[config.mk]
export PLATFORM = sky130hd
export DESIGN_NAME = ex_mem_reg
export DESIGN_NICKNAME = d
export VERILOG_FILES = /design/src/rtl/ex_mem_reg.sv
export SDC_FILE = /design/constraint.sdc
export NUM_CORES = 1
export LEC_CHECK = 0
export CELL_PAD_IN_SITES_DETAIL_PLACEMENT = 0
export CELL_PAD_IN_SITES_GLOBAL_PLACEMENT = 1
export CORE_UTILIZATION = 28
export DETAILED_ROUTE_END_ITERATION = 10
export PLACE_DENSITY = 0.78
export SYNTH_ARGS = -nofsm -noshare
export SYNTH_HDL_FRONTEND = slang
export SYNTH_SLANG_ARGS = --single-unit
[constraint.sdc]
create_clock -name clk -period 0.8 [get_ports clk]
set_input_delay 0.08 -clock clk [delete_from_list [all_inputs] [get_ports clk]]
set_output_delay 0.08 -clock clk [all_outputs]
set_load 0.01 [all_outputs]
[src/rtl/ex_mem_reg.sv]
// EX/MEM pipeline register: one-slot EMPTY/FULL FSM with flush > stall > load priority.
// Optional performance counters (br_taken_cnt, bubble_cnt) are built only when EX_MEM_PERF_CNT_EN is defined.
module ex_mem_reg #(
    parameter int XLEN = 64
) (
    input  logic            clk,
    input  logic            reset,
    input  logic            stall,
    input  logic            flush,
    input  logic            ex_valid,
    input  logic [XLEN-1:0] ex_result,
    input  logic            ex_zero,
    input  logic [XLEN-1:0] ex_branch_target,
    input  logic [XLEN-1:0] ex_rs2_data,
    input  logic [4:0]      ex_rd,
    input  logic            ex_regwrite,
    input  logic            ex_memread,
    input  logic            ex_memwrite,
    input  logic            ex_memtoreg,
    input  logic            ex_branch,
    output logic            mem_valid,
    output logic [XLEN-1:0] mem_result,
    output logic            mem_zero,
    output logic [XLEN-1:0] mem_branch_target,
    output logic [XLEN-1:0] mem_rs2_data,
    output logic [4:0]      mem_rd,
    output logic            mem_regwrite,
    output logic            mem_memread,
    output logic            mem_memwrite,
    output logic            mem_memtoreg,
    output logic            mem_branch,
    output logic            pc_src
`ifdef EX_MEM_PERF_CNT_EN
    ,
    output logic [31:0]     br_taken_cnt,
    output logic [31:0]     bubble_cnt
`endif
);

    // state | meaning
    // EMPTY | slot holds a bubble, all control outputs 0
    // FULL  | slot holds a real instruction
    typedef enum logic {EMPTY = 1'b0, FULL = 1'b1} slot_state_t;

    slot_state_t state_q, state_d;
    logic        load_data;
    logic        ctrl_en;
    logic [4:0]  ctrl_d;

    always_ff @(posedge clk or negedge reset) begin
        if (!reset) state_q <= EMPTY;
        else        state_q <= state_d;
    end

    always_comb begin
        state_d   = state_q;
        load_data = 1'b0;
        ctrl_en   = 1'b0;
        ctrl_d    = 5'b0;
        if (flush) begin
            // Bubble only clears control; data is left as it was.
            state_d = EMPTY;
            ctrl_en = 1'b1;
        end else if (!stall) begin
            load_data = 1'b1;
            ctrl_en   = 1'b1;
            if (ex_valid) begin
                state_d = FULL;
                ctrl_d  = {ex_regwrite, ex_memread, ex_memwrite, ex_memtoreg, ex_branch};
            end else begin
                state_d = EMPTY;
            end
        end
    end

    always_ff @(posedge clk or negedge reset) begin
        if (!reset) begin
            mem_result        <= '0;
            mem_zero          <= 1'b0;
            mem_branch_target <= '0;
            mem_rs2_data      <= '0;
            mem_rd            <= 5'd0;
        end else if (load_data) begin
            mem_result        <= ex_result;
            mem_zero          <= ex_zero;
            mem_branch_target <= ex_branch_target;
            mem_rs2_data      <= ex_rs2_data;
            mem_rd            <= ex_rd;
        end
    end

    always_ff @(posedge clk or negedge reset) begin
        if (!reset) begin
            {mem_regwrite, mem_memread, mem_memwrite, mem_memtoreg, mem_branch} <= 5'b0;
        end else if (ctrl_en) begin
            {mem_regwrite, mem_memread, mem_memwrite, mem_memtoreg, mem_branch} <= ctrl_d;
        end
    end

    assign mem_valid = (state_q == FULL);
    assign pc_src    = mem_valid & mem_branch & mem_zero;

`ifdef EX_MEM_PERF_CNT_EN
    logic advance;
    assign advance = flush | ~stall;

    // A taken slot is counted once, when it leaves the stage.
    always_ff @(posedge clk or negedge reset) begin
        if (!reset) begin
            br_taken_cnt <= 32'd0;
            bubble_cnt   <= 32'd0;
        end else begin
            if (advance && pc_src)
                br_taken_cnt <= br_taken_cnt + 32'd1;
            if (advance && state_d == EMPTY)
                bubble_cnt <= bubble_cnt + 32'd1;
        end
    end
`endif

endmodule
==> tab_implementation.tex, run 1 <==
\begin{tabular}{lr}
\hline
Metric & Value \\
\hline
\multicolumn{2}{l}{\textbf{Placement}} \\
Post-DP HPWL & $\sim$17000 µm \\
Placement-stage cell area & 0.01255 mm² \\
Number of placed instances with taps included & $\sim$1200 \\
Port Buffer Count & 412 \\
Gp weighted congestion & 0.7629 \\
\multicolumn{2}{l}{\textbf{Timing}} \\
Max transition margin & 74.36\% \\
Hold slack & -1.003 ps \\
Final setup violation count & about 250 \\
Unrepaired setup endpoints after global routing & true \\
Worst Skew & 0 ps \\
Final Critical Period & 1305 ps \\
Final number of hold-violating endpoints & 1 \\
Maximum clock frequency & 766.1 MHz \\
Fin worst setup slack & -505.3 ps \\
Final Max Tran Viols & 0 \\
Tightest Pin Transition & 384.7 ps \\
Final period util & 163.2\% \\
\multicolumn{2}{l}{\textbf{Synthesis}} \\
Synthesis Warnings & 0 \\
Mapped Nets & 642 \\
Per-instance average area after synthesis & approximately 18 µm² \\
Sequential cell area fraction in the yosys report & 66.76\% \\
Synthesized instance count & 434 \\
\#FFs+latches synth & a little over 200 \\
Count of distinct cell types in the synthesized netlist & 11 \\
Synth Cell Area & 0.007646 mm² \\
Synth top area share & roughly 67\% \\
Dominant cell type by area after synthesis & sky130\_fd\_sc\_hd\_\_dfrtp\_1 \\
Most area-consuming cells after synthesis & sky130\_fd\_sc\_hd\_\_dfrtp\_1 (67\%), sky130\_fd\_sc\_hd\_\_mux2\_1 (20\%), sky130\_fd\_sc\_hd\_\_mux2\_2 (9.3\%) \\
\multicolumn{2}{l}{\textbf{Global routing}} \\
Vias in the first global route & 6270 \\
Initial antenna violation count & 1 \\
Global-route usage over all layers & 16.96\% \\
Overflow left after global routing & 0 \\
Global-route wire length before repair & 36740 µm \\
Pin count of the biggest net entering global routing & 32 \\
\multicolumn{2}{l}{\textbf{Flow run}} \\
Number of maximum-capacitance constraint violations & 0 \\
\multicolumn{2}{l}{\textbf{Pwr}} \\
Switching fraction of total power & 25.58\% \\
Internal portion of total power & 23040 µW \\
Clock network fraction of total power & 33.3\% \\
Share of total power in combinational logic & 25.4\% \\
Part of the power in registers & between 40\% and 50\% \\
Static leakage & between 0.006 and 0.007 µW \\
Power density cells & roughly 2200 mW/mm² \\
Largest voltage drop on the vdd net & 0.001391 V \\
Switching pwr & 7920 µW \\
Pwr Total & 30960 µW \\
\multicolumn{2}{l}{\textbf{Finish}} \\
Total non-filler cell area in the finished layout & about 0.014 mm² \\
Diodes inserted & 0 \\
Number of filler instances in the final layout & approximately 2300 \\
Area used by sequential logic in the layout & 0.005105 mm² \\
Net count, final & 1159 \\
Multi-input combinational cell area & between 0.002 and 0.003 mm² \\
Top library cells by usage in the layout, fill and taps aside & sky130\_fd\_sc\_hd\_\_clkdlybuf4s50\_1 (204), sky130\_fd\_sc\_hd\_\_dfrtp\_1 (204), sky130\_fd\_sc\_hd\_\_buf\_6 (143), sky130\_fd\_sc\_hd\_\_buf\_2 (103), sky130\_fd\_sc\_hd\_\_mux2\_4 (87) \\
Layout-stage area growth over the synthesis result & 82.74\% \\
Filler-free cell count of the finished design & 1307 \\
Final Util & 51.99\% \\
Share of post-route cells with drive strength above 1 & 50.52\% \\
\multicolumn{2}{l}{\textbf{Setup path}} \\
Worst-path fanout max & 2 \\
Worst reg2reg setup slack & -150 ps \\
Start point of the critical path & mem\_valid \\
R2R Path End & mem\_branch \\
Req. time, crit path & 720 ps \\
Type of origin of the critical path & flip-flop \\
Worst-case reg-to-reg path depth & 3 \\
Crit. End Element & primary output \\
Worst EP arrival & 1230 ps \\
Critical path start-end classification & flip-flop to primary output \\
Startpoint of the lowest-slack register-to-register path & mem\_branch \\
End point of the critical path & pc\_src \\
\multicolumn{2}{l}{\textbf{Clocking}} \\
Clock transition at the register clock pins on the worst setup and hold paths after CTS & roughly 60 ps \\
Clock tree from TritonCTS & done \\
CTS Root Cell & sky130\_fd\_sc\_hd\_\_clkbuf\_16 \\
Sink Count & 204 \\
CTS Hold Bufs & 3 \\
Number of clock buffers inserted by TritonCTS & 23 \\
CTS HTree Levels & 1 \\
Number of buffers on the longest clock path & 3 \\
Clock latency reported for the late side of the worst-skew pair & 510 ps \\
\multicolumn{2}{l}{\textbf{Floorplan}} \\
Effective utilization at floorplan & between 20\% and 30\% \\
Core footprint & roughly 0.027 mm² \\
Standard-cell rows & 60 \\
Die height & 167.3 µm \\
Die outline width & 167.3 µm \\
Top-level port count & about 410 \\
Die ar. & around 0.028 mm² \\
\multicolumn{2}{l}{\textbf{Detailed routing}} \\
Iteration-0 DRC count of the detailed router & 230 \\
Total via count after detailed routing & 5703 \\
Remaining design rule violation count & 0 \\
DRT Pass-1 Iters & 4 \\
Routed via count divided by cell count & between 4 and 5 \\
Total detailed-routing wirelength & 24940 µm \\
Final ANT Viol Nets & 0 \\
Avg WL per Cell & 19.08 µm \\
\multicolumn{2}{l}{\textbf{Status}} \\
Status & complete, but fails checks \\
Failing checks & hold timing, setup timing \\
\multicolumn{2}{l}{\textbf{Hold path}} \\
Path type of the worst min-delay path & input port to async pin \\
\hline
\end{tabular}
## flip-flops by register name, indices dropped and copies added (netlist names)
register           count
mem_branch             1
mem_memread            1
mem_zero               1
mem_valid              1
mem_branch_target     64
mem_memwrite           1
mem_rs2_data          64
mem_rd                 5
mem_memtoreg           1
mem_regwrite           1
mem_result            64
## final cells by class
| type | instances | share of cell area, % |
|---|---|---|
| Sequential cell | 204 | 36.54 |
| Tap cell | 341 | 3.054 |
| Clock inverter | 6 | 0.3940 |
| Clock buffer | 34 | 4.845 |
| Timing Repair Buffer | 514 | 36.21 |
| Multi-Input combinational cell | 208 | 18.96 |
## power groups by stage
stage          logic (µW)  clock network (µW)  registers (µW)
6_report             7870               10300           12800
5_1_grt              8330               11000           13000
4_1_cts              7050               10700           12700
3_5_place_dp         7280                   0           12700
3_3_place_gp         7190                   0           12700
2_1_floorplan        1540                   0           13400
## stage by stage
step           worst slack, ps  TNS [ps]
5_1_grt                 -553.3    -75510
3_5_place_dp            -829.5   -190800
2_1_floorplan           -159.6    -28980
3_3_place_gp            -798.6   -186350
6_report                -505.3    -65900
4_1_cts                 -533.5    -70400
## cells in the mapped netlist
master	n
sky130_fd_sc_hd__dfrtp_1	204
sky130_fd_sc_hd__mux2_1	135
sky130_fd_sc_hd__mux2_2	63
sky130_fd_sc_hd__buf_6	19
sky130_fd_sc_hd__a32o_1	5
sky130_fd_sc_hd__buf_2	3
sky130_fd_sc_hd__and3_1	1
sky130_fd_sc_hd__mux2i_1	1
sky130_fd_sc_hd__nor2_1	1
sky130_fd_sc_hd__nor2_2	1
sky130_fd_sc_hd__nor2b_1	1
## routing by layer
metal	vias to the layer above	part of all wire [%]	global-route usage, %
li1	2574	-	-
met1	2839	40	19.66
met2	250	49	29.67
met3	38	8.1	5.223
met4	2	3.0	5.704
met5	-	0.036	0
## critical path, cell delays in order (launching register included)
cell	delay, ps
sky130_fd_sc_hd__dfrtp_1	410
sky130_fd_sc_hd__and3_4	190
sky130_fd_sc_hd__buf_6	110
## cell families after synthesis
kind of cell	after synthesis	synth area share (%)
DFF	204	66.76
muxes	199	29.29
buffers and inverters	22	2.995
AOI/OAI and AO/OA	5	0.6546
and+or+nand+nor	4	0.2947
## worst min-delay path by stage
stage                from              to  slack (ps)  depth (start not counted)
detailed placement  reset       mem_rd[2]         -30                          1
global placement    reset       mem_rd[2]         -30                          1
floorplan           reset      mem_branch        -220                          0
global route        reset  mem_result[37]         -20                          2
CTS                 reset  mem_result[48]         -20                          2
finish              reset       mem_rd[2]          -1                          2
## what timing repair did
action	CTS	global route
endpoints found under the hold margin	205	7
pin swaps	4	4
gates cloned	7	4
setup buffers	32	24
gates resized for setup	955	123
setup endpoints to repair	409	321
Note: power is estimated with default switching activity, not from simulation.
==> inputs of run 2 (changes only) <==
CELL_PAD_IN_SITES_DETAIL_PLACEMENT = 1   (was 0)
CELL_PAD_IN_SITES_GLOBAL_PLACEMENT = 2   (was 1)
CORE_UTILIZATION = 23   (was 28)
PLACE_DENSITY = 0.77   (was 0.78)
SLEW_MARGIN = 20   (was unset)
==> run 2 against run 1 <==
- the run ends with setup timing left
- clock skew is the same
- via count grew 2.2%
- routed wire length grew 6.5%
- sequential cell count is the same
- design area grew 2.3%
- hold slack gained 34 ps
- sequential power is essentially flat
- die area grew 21%
- critical path type unchanged
- largest cell class is now buffers
- largest power group unchanged
==> tab_implementation.tex, run 2 (synthesis results as in run 1) <==
\begin{tabular}{lr}
\hline
Metric & Value \\
\hline
\multicolumn{2}{l}{\textbf{Status}} \\
Status & complete, but fails checks \\
Failing checks & setup timing \\
\multicolumn{2}{l}{\textbf{Global routing}} \\
Pin count of the biggest net entering global routing & 45 \\
Overflow left after global routing & 0 \\
Global-route wire length before repair & 38410 µm \\
Vias in the first global route & 6470 \\
Global-route usage over all layers & 14.80\% \\
Initial antenna violation count & 0 \\
\multicolumn{2}{l}{\textbf{Detailed routing}} \\
Routed via count divided by cell count & just over 4 \\
Final ANT Viol Nets & 0 \\
Total via count after detailed routing & just under 6000 \\
Remaining design rule violation count & 0 \\
Total detailed-routing wirelength & 26570 µm \\
DRT Pass-1 Iters & 3 \\
Avg WL per Cell & between 15 and 20 µm \\
Iteration-0 DRC count of the detailed router & 121 \\
\multicolumn{2}{l}{\textbf{Pwr}} \\
Power density cells & 2178 mW/mm² \\
Static leakage & around 0.0065 µW \\
Pwr Total & between 30000 and 40000 µW \\
Largest voltage drop on the vdd net & 0.001226 V \\
\multicolumn{2}{l}{\textbf{Timing}} \\
Tightest Pin Transition & around 380 ps \\
Unrepaired setup endpoints after global routing & true \\
Worst Skew & 0 ps \\
Final Critical Period & 1284 ps \\
Final setup violation count & 250 \\
Fin worst setup slack & -484.2 ps \\
Final number of hold-violating endpoints & 0 \\
Maximum clock frequency & approximately 780 MHz \\
Final period util & 160.5\% \\
Max transition margin & between 70\% and 80\% \\
Final Max Tran Viols & 0 \\
Hold slack & 33.47 ps \\
\multicolumn{2}{l}{\textbf{Hold path}} \\
Path type of the worst min-delay path & input port to async pin \\
\multicolumn{2}{l}{\textbf{Placement}} \\
Placement-stage cell area & 0.01263 mm² \\
Post-DP HPWL & 18230 µm \\
Pre-CTS worst setup slack & -823.3 ps \\
Port Buffer Count & between 400 and 500 \\
Gp weighted congestion & 0.7147 \\
\multicolumn{2}{l}{\textbf{Finish}} \\
Top library cells by usage in the layout, fill and taps aside & sky130\_fd\_sc\_hd\_\_clkdlybuf4s50\_1 (204), sky130\_fd\_sc\_hd\_\_dfrtp\_1 (204), sky130\_fd\_sc\_hd\_\_buf\_6 (150), sky130\_fd\_sc\_hd\_\_mux2\_4 (105), sky130\_fd\_sc\_hd\_\_buf\_2 (88) \\
Largest registers & mem\_branch\_target (64), mem\_result (64), mem\_rs2\_data (64) \\
Diodes inserted & 0 \\
Area used by sequential logic in the layout & 0.005105 mm² \\
Net count, final & between 1000 and 1500 \\
Total non-filler cell area in the finished layout & around 0.014 mm² \\
Share of post-route cells with drive strength above 1 & between 50\% and 60\% \\
Number of filler instances in the final layout & 3357 \\
Multi-input combinational cell area & 0.002716 mm² \\
Layout-stage area growth over the synthesis result & 86.89\% \\
\multicolumn{2}{l}{\textbf{Clocking}} \\
Number of clock buffers inserted by TritonCTS & 24 \\
Clock tree from TritonCTS & done \\
Clock transition at the register clock pins on the worst setup and hold paths after CTS & roughly 60 ps \\
CTS Root Cell & sky130\_fd\_sc\_hd\_\_clkbuf\_16 \\
Clock latency reported for the late side of the worst-skew pair & around 510 ps \\
Sink Count & 204 \\
CTS HTree Levels & 1 \\
Number of buffers on the longest clock path & 3 \\
\multicolumn{2}{l}{\textbf{Setup path}} \\
Worst reg2reg setup slack & -120 ps \\
Crit path cell chain & and3\_4, buf\_6 \\
Crit-path max cell delay & 400 ps \\
Worst EP arrival & 1200 ps \\
Cell with the largest stage delay on the worst path & sky130\_fd\_sc\_hd\_\_dfrtp\_1 \\
Type of origin of the critical path & flip-flop \\
Req. time, crit path & a little over 700 ps \\
Crit. End Element & primary output \\
Worst-path fanout max & 3 \\
Critical path start-end classification & flip-flop to primary output \\
\multicolumn{2}{l}{\textbf{Floorplan}} \\
Top-level port count & 413 \\
Standard-cell rows & 66 \\
Core footprint & 0.03262 mm² \\
Die outline width & 184.3 µm \\
Effective utilization at floorplan & 23.44\% \\
Die ar. & 0.03398 mm² \\
Die height & 184.3 µm \\
\multicolumn{2}{l}{\textbf{Flow run}} \\
Number of maximum-capacitance constraint violations & 0 \\
\hline
\end{tabular}
## run 2: layout make-up
class | instances | share of cell area, %
Clock inverter | 4 | 0.2364
Multi-Input combinational cell | 208 | 19.01
Tap cell | 442 | 3.870
Clock buffer | 36 | 4.798
Sequential cell | 204 | 35.72
Timing Repair Buffer | 525 | 36.36
## run 2: power breakdown
group          switching [µW]  internal [µW]  total, µW
sequential                997          11800      12800
clock                    4230           5880      10100
combinational            2850           5340       8190
total                    8070          23000      31100
## run 2: what timing repair did
action,in CTS,in global routing
setup endpoints to repair,409,296
hold buffers,3,0
pin swaps,2,2
cloned,8,0
gates resized for setup,967,134
endpoints found under the hold margin,205,0
setup buffers,25,35
## run 2: routing by layer
| metal | vias to the layer above | track usage (%) | wire (µm) |
|---|---|---|---|
| met1 | 2890 | 16.69 | 10060 |
| met3 | 36 | 6.777 | 3131 |
| li1 | 2600 | - | - |
| met4 | 0 | 4.333 | 550 |
| met2 | 300 | 24.89 | 12830 |
| met5 | - | 0 | 0 |
## run 2: path summary, 6_finish.rpt
| check | cells after the start | start | endpoint |
|---|---|---|---|
| max | 2 | mem_zero | pc_src |
| min in group clk | 4 | flush | mem_memtoreg |
| max reg2reg | 2 | mem_branch_target[15] | mem_branch_target[15] |
| min reg2reg | 1 | mem_branch_target[16] | mem_branch_target[16] |
| max in group asynchronous | 3 | reset | mem_result[59] |
| min | 2 | reset | mem_branch_target[44] |
## run 2: worst max-delay path: cells and delay by family, from the launching register on
| kind | cells | cell delay, ps |
|---|---|---|
| AND/OR/NAND/NOR | 1 | 180 |
| buffers and inverters | 1 | 120 |
| flip-flops | 1 | 400 |
## run 2: metrics by stage
step                cells  utilization (%)  TNS, ps
global route         1419            43.81   -78920
floorplan             434                -   -28980
CTS                  1389            41.33   -73350
global placement     1314            38.72  -186170
finish               1419            43.81   -68650
detailed placement   1314            38.72  -189030
==> inputs of run 3 (changes only) <==
CORE_ASPECT_RATIO = 0.9   (was unset)
CORE_MARGIN = 2   (was unset)
==> run 3 against run 2 <==
- the flow still finishes with violations (setup timing)
- hold slack better by 80 ps
- die area up 2.2%
- final cell count down 1.8%
- global-route usage down 0.25 points
- utilization down 0.61 points
- design area down 0.64%
- sequential power about the same
- critical path type unchanged
- largest cell class is now sequential cells
- largest power group unchanged
==> tab_implementation.tex, run 3 (synthesis results as in run 1) <==
\begin{tabular}{lr}
\hline
Metric & Value \\
\hline
\multicolumn{2}{l}{\textbf{Clocking}} \\
Number of clock buffers inserted by TritonCTS & 24 \\
Clock tree from TritonCTS & done \\
Sink Count & 204 \\
Clock transition at the register clock pins on the worst setup and hold paths after CTS & 60 ps \\
Clock latency reported for the late side of the worst-skew pair & 530 ps \\
CTS HTree Levels & 1 \\
CTS Root Cell & sky130\_fd\_sc\_hd\_\_clkbuf\_16 \\
Number of buffers on the longest clock path & 3 \\
\multicolumn{2}{l}{\textbf{Pwr}} \\
Switching fraction of total power & 25.38\% \\
Clock network fraction of total power & between 30\% and 40\% \\
Share of total power in combinational logic & roughly 25\% \\
Part of the power in registers & 39.4\% \\
Power density cells & roughly 2300 mW/mm² \\
Internal portion of total power & 24340 µW \\
Switching pwr & 8280 µW \\
Largest voltage drop on the vdd net & 0.001668 V \\
Static leakage & 0.006494 µW \\
\multicolumn{2}{l}{\textbf{Placement}} \\
Port Buffer Count & 412 \\
Gp weighted congestion & 0.7297 \\
Post-DP HPWL & 19140 µm \\
Placement-stage cell area & 0.01268 mm² \\
Number of placed instances with taps included & about 1300 \\
\multicolumn{2}{l}{\textbf{Detailed routing}} \\
DRT Pass-1 Iters & 5 \\
Final ANT Viol Nets & 0 \\
Routed via count divided by cell count & just over 4 \\
Total via count after detailed routing & just under 6000 \\
Iteration-0 DRC count of the detailed router & 102 \\
Avg WL per Cell & 19.21 µm \\
Total detailed-routing wirelength & 26780 µm \\
Remaining design rule violation count & 0 \\
\multicolumn{2}{l}{\textbf{Setup path}} \\
Crit-path max cell delay & 380 ps \\
Worst-path fanout max & 2 \\
Type of origin of the critical path & flip-flop \\
Crit path cell chain & buf\_6, and3\_4, buf\_6 \\
Cell with the largest stage delay on the worst path & sky130\_fd\_sc\_hd\_\_dfrtp\_1 \\
Cell seen most often among critical-path stages & sky130\_fd\_sc\_hd\_\_buf\_6 \\
Sum of buffers and inverters on the critical path & 2 \\
Crit. End Element & primary output \\
Worst EP arrival & 1330 ps \\
Family with the most delay on the worst path & flip-flops \\
Critical path start-end classification & flip-flop to primary output \\
Req. time, crit path & 720 ps \\
\multicolumn{2}{l}{\textbf{Timing}} \\
Unrepaired setup endpoints after global routing & true \\
Final period util & 175.7\% \\
Max transition margin & 73.82\% \\
Final Max Tran Viols & 0 \\
Worst Skew & 0 ps \\
Tightest Pin Transition & 392.0 ps \\
Final setup violation count & 260 \\
Hold slack & 114.0 ps \\
Final number of hold-violating endpoints & 0 \\
Final Critical Period & 1406 ps \\
Maximum clock frequency & 711.3 MHz \\
Fin Setup TNS & -71420 ps \\
Fin worst setup slack & -605.8 ps \\
\multicolumn{2}{l}{\textbf{Global routing}} \\
Pin count of the biggest net entering global routing & 32 \\
Global-route usage over all layers & 14.55\% \\
Initial antenna violation count & 0 \\
Overflow left after global routing & 0 \\
Vias in the first global route & 6541 \\
Global-route wire length before repair & roughly 39000 µm \\
\multicolumn{2}{l}{\textbf{Finish}} \\
Filler-free cell count of the finished design & 1394 \\
Net count, final & 1162 \\
Top library cells by usage in the layout, fill and taps aside & sky130\_fd\_sc\_hd\_\_clkdlybuf4s50\_1 (204), sky130\_fd\_sc\_hd\_\_dfrtp\_1 (204), sky130\_fd\_sc\_hd\_\_buf\_6 (157), sky130\_fd\_sc\_hd\_\_mux2\_4 (97), sky130\_fd\_sc\_hd\_\_buf\_2 (93) \\
Layout-stage area growth over the synthesis result & 85.70\% \\
Largest registers & mem\_branch\_target (64), mem\_result (64), mem\_rs2\_data (64) \\
Share of post-route cells with drive strength above 1 & a little over half \\
Total non-filler cell area in the finished layout & between 0.01 and 0.015 mm² \\
Diodes inserted & 0 \\
Number of filler instances in the final layout & 3384 \\
Final Util & a little over two fifths \\
\multicolumn{2}{l}{\textbf{Floorplan}} \\
Die ar. & roughly 0.035 mm² \\
Die height & 177.0 µm \\
Die outline width & 196.2 µm \\
Effective utilization at floorplan & roughly a quarter \\
Core footprint & 0.03287 mm² \\
Standard-cell rows & 63 \\
Top-level port count & 413 \\
\multicolumn{2}{l}{\textbf{Flow run}} \\
Number of maximum-capacitance constraint violations & 0 \\
\multicolumn{2}{l}{\textbf{Hold path}} \\
Path type of the worst min-delay path & input port to flip-flop \\
\multicolumn{2}{l}{\textbf{Status}} \\
Status & complete, but fails checks \\
Failing checks & setup timing \\
\hline
\end{tabular}
[run 3: cell count changes in the layout (fill, tap and decap cells not counted), moves of 7 or more]
cell                     previous run  this run
sky130_fd_sc_hd__buf_4             52        38
sky130_fd_sc_hd__mux2_1            36        44
sky130_fd_sc_hd__mux2_4           105        97
sky130_fd_sc_hd__buf_6            150       157
[run 3: final cells by class]
cell class / count / area, µm² / share of cell area (%)
Sequential cell: 204 / 5105 / 35.95
Timing Repair Buffer: 516 / 5035 / 35.46
Clock buffer: 34 / 719.4 / 5.067
Tap cell: 422 / 528.0 / 3.719
Clock inverter: 10 / 125.1 / 0.8812
Multi-Input combinational cell: 208 / 2686 / 18.92
[run 3: worst paths after layout]
check                                 start                    end  slack (ps)  cells past startpoint
setup / recovery                   mem_zero                 pc_src        -610                      3
hold / removal                        stall           mem_memwrite         110                      3
setup reg to reg             mem_result[48]         mem_result[48]        -220                      3
hold reg to reg            mem_rs2_data[45]       mem_rs2_data[45]         480                      1
max in group asynchronous             reset  mem_branch_target[19]         230                      4
min in group asynchronous             reset        mem_rs2_data[4]         120                      3
[run 3: worst min-delay path, stage by stage]
cell	delay, ps
sky130_fd_sc_hd__buf_2	120
sky130_fd_sc_hd__nor2b_1	190
sky130_fd_sc_hd__a32o_1	210
[run 3: timing repair]
item                                   4_1_cts  5_1_grt
hold buffers                                 3        0
setup endpoints to repair                  408      297
buffers inserted                            27       37
pin swaps                                    2        1
gates cloned                                 3        0
endpoints found under the hold margin      205        0
resized for setup                          978      119
[run 3: power groups by stage]
| stage | clock (µW) | sequential (µW) | combinational, µW |
|---|---|---|---|
| after floorplan | 0 | 13400 | 1540 |
| after global placement | 0 | 12700 | 7270 |
| after detailed placement | 0 | 12800 | 7360 |
| after CTS | 12000 | 12700 | 7280 |
| after global routing | 12300 | 13000 | 8710 |
| final | 11600 | 12800 | 8180 |
[run 3: metrics by stage]
stage / setup slack (ps) / power [µW]
after detailed placement: -846.3 / 20170
after global placement: -812.5 / 20000
after global routing: -656.7 / 34080
after CTS: -637.5 / 31970
after floorplan: -159.6 / 14950
final: -605.8 / 32620
[run 3: metal layers]
layer	share of wire (%)	track usage (%)	vias up	wire [µm]
li1	-	-	2583	-
met1	39	16.39	2909	10530
met2	48	25.37	274	12980
met3	10	6.421	33	2728
met4	2.0	3.409	0	548
met5	0	0	-	0
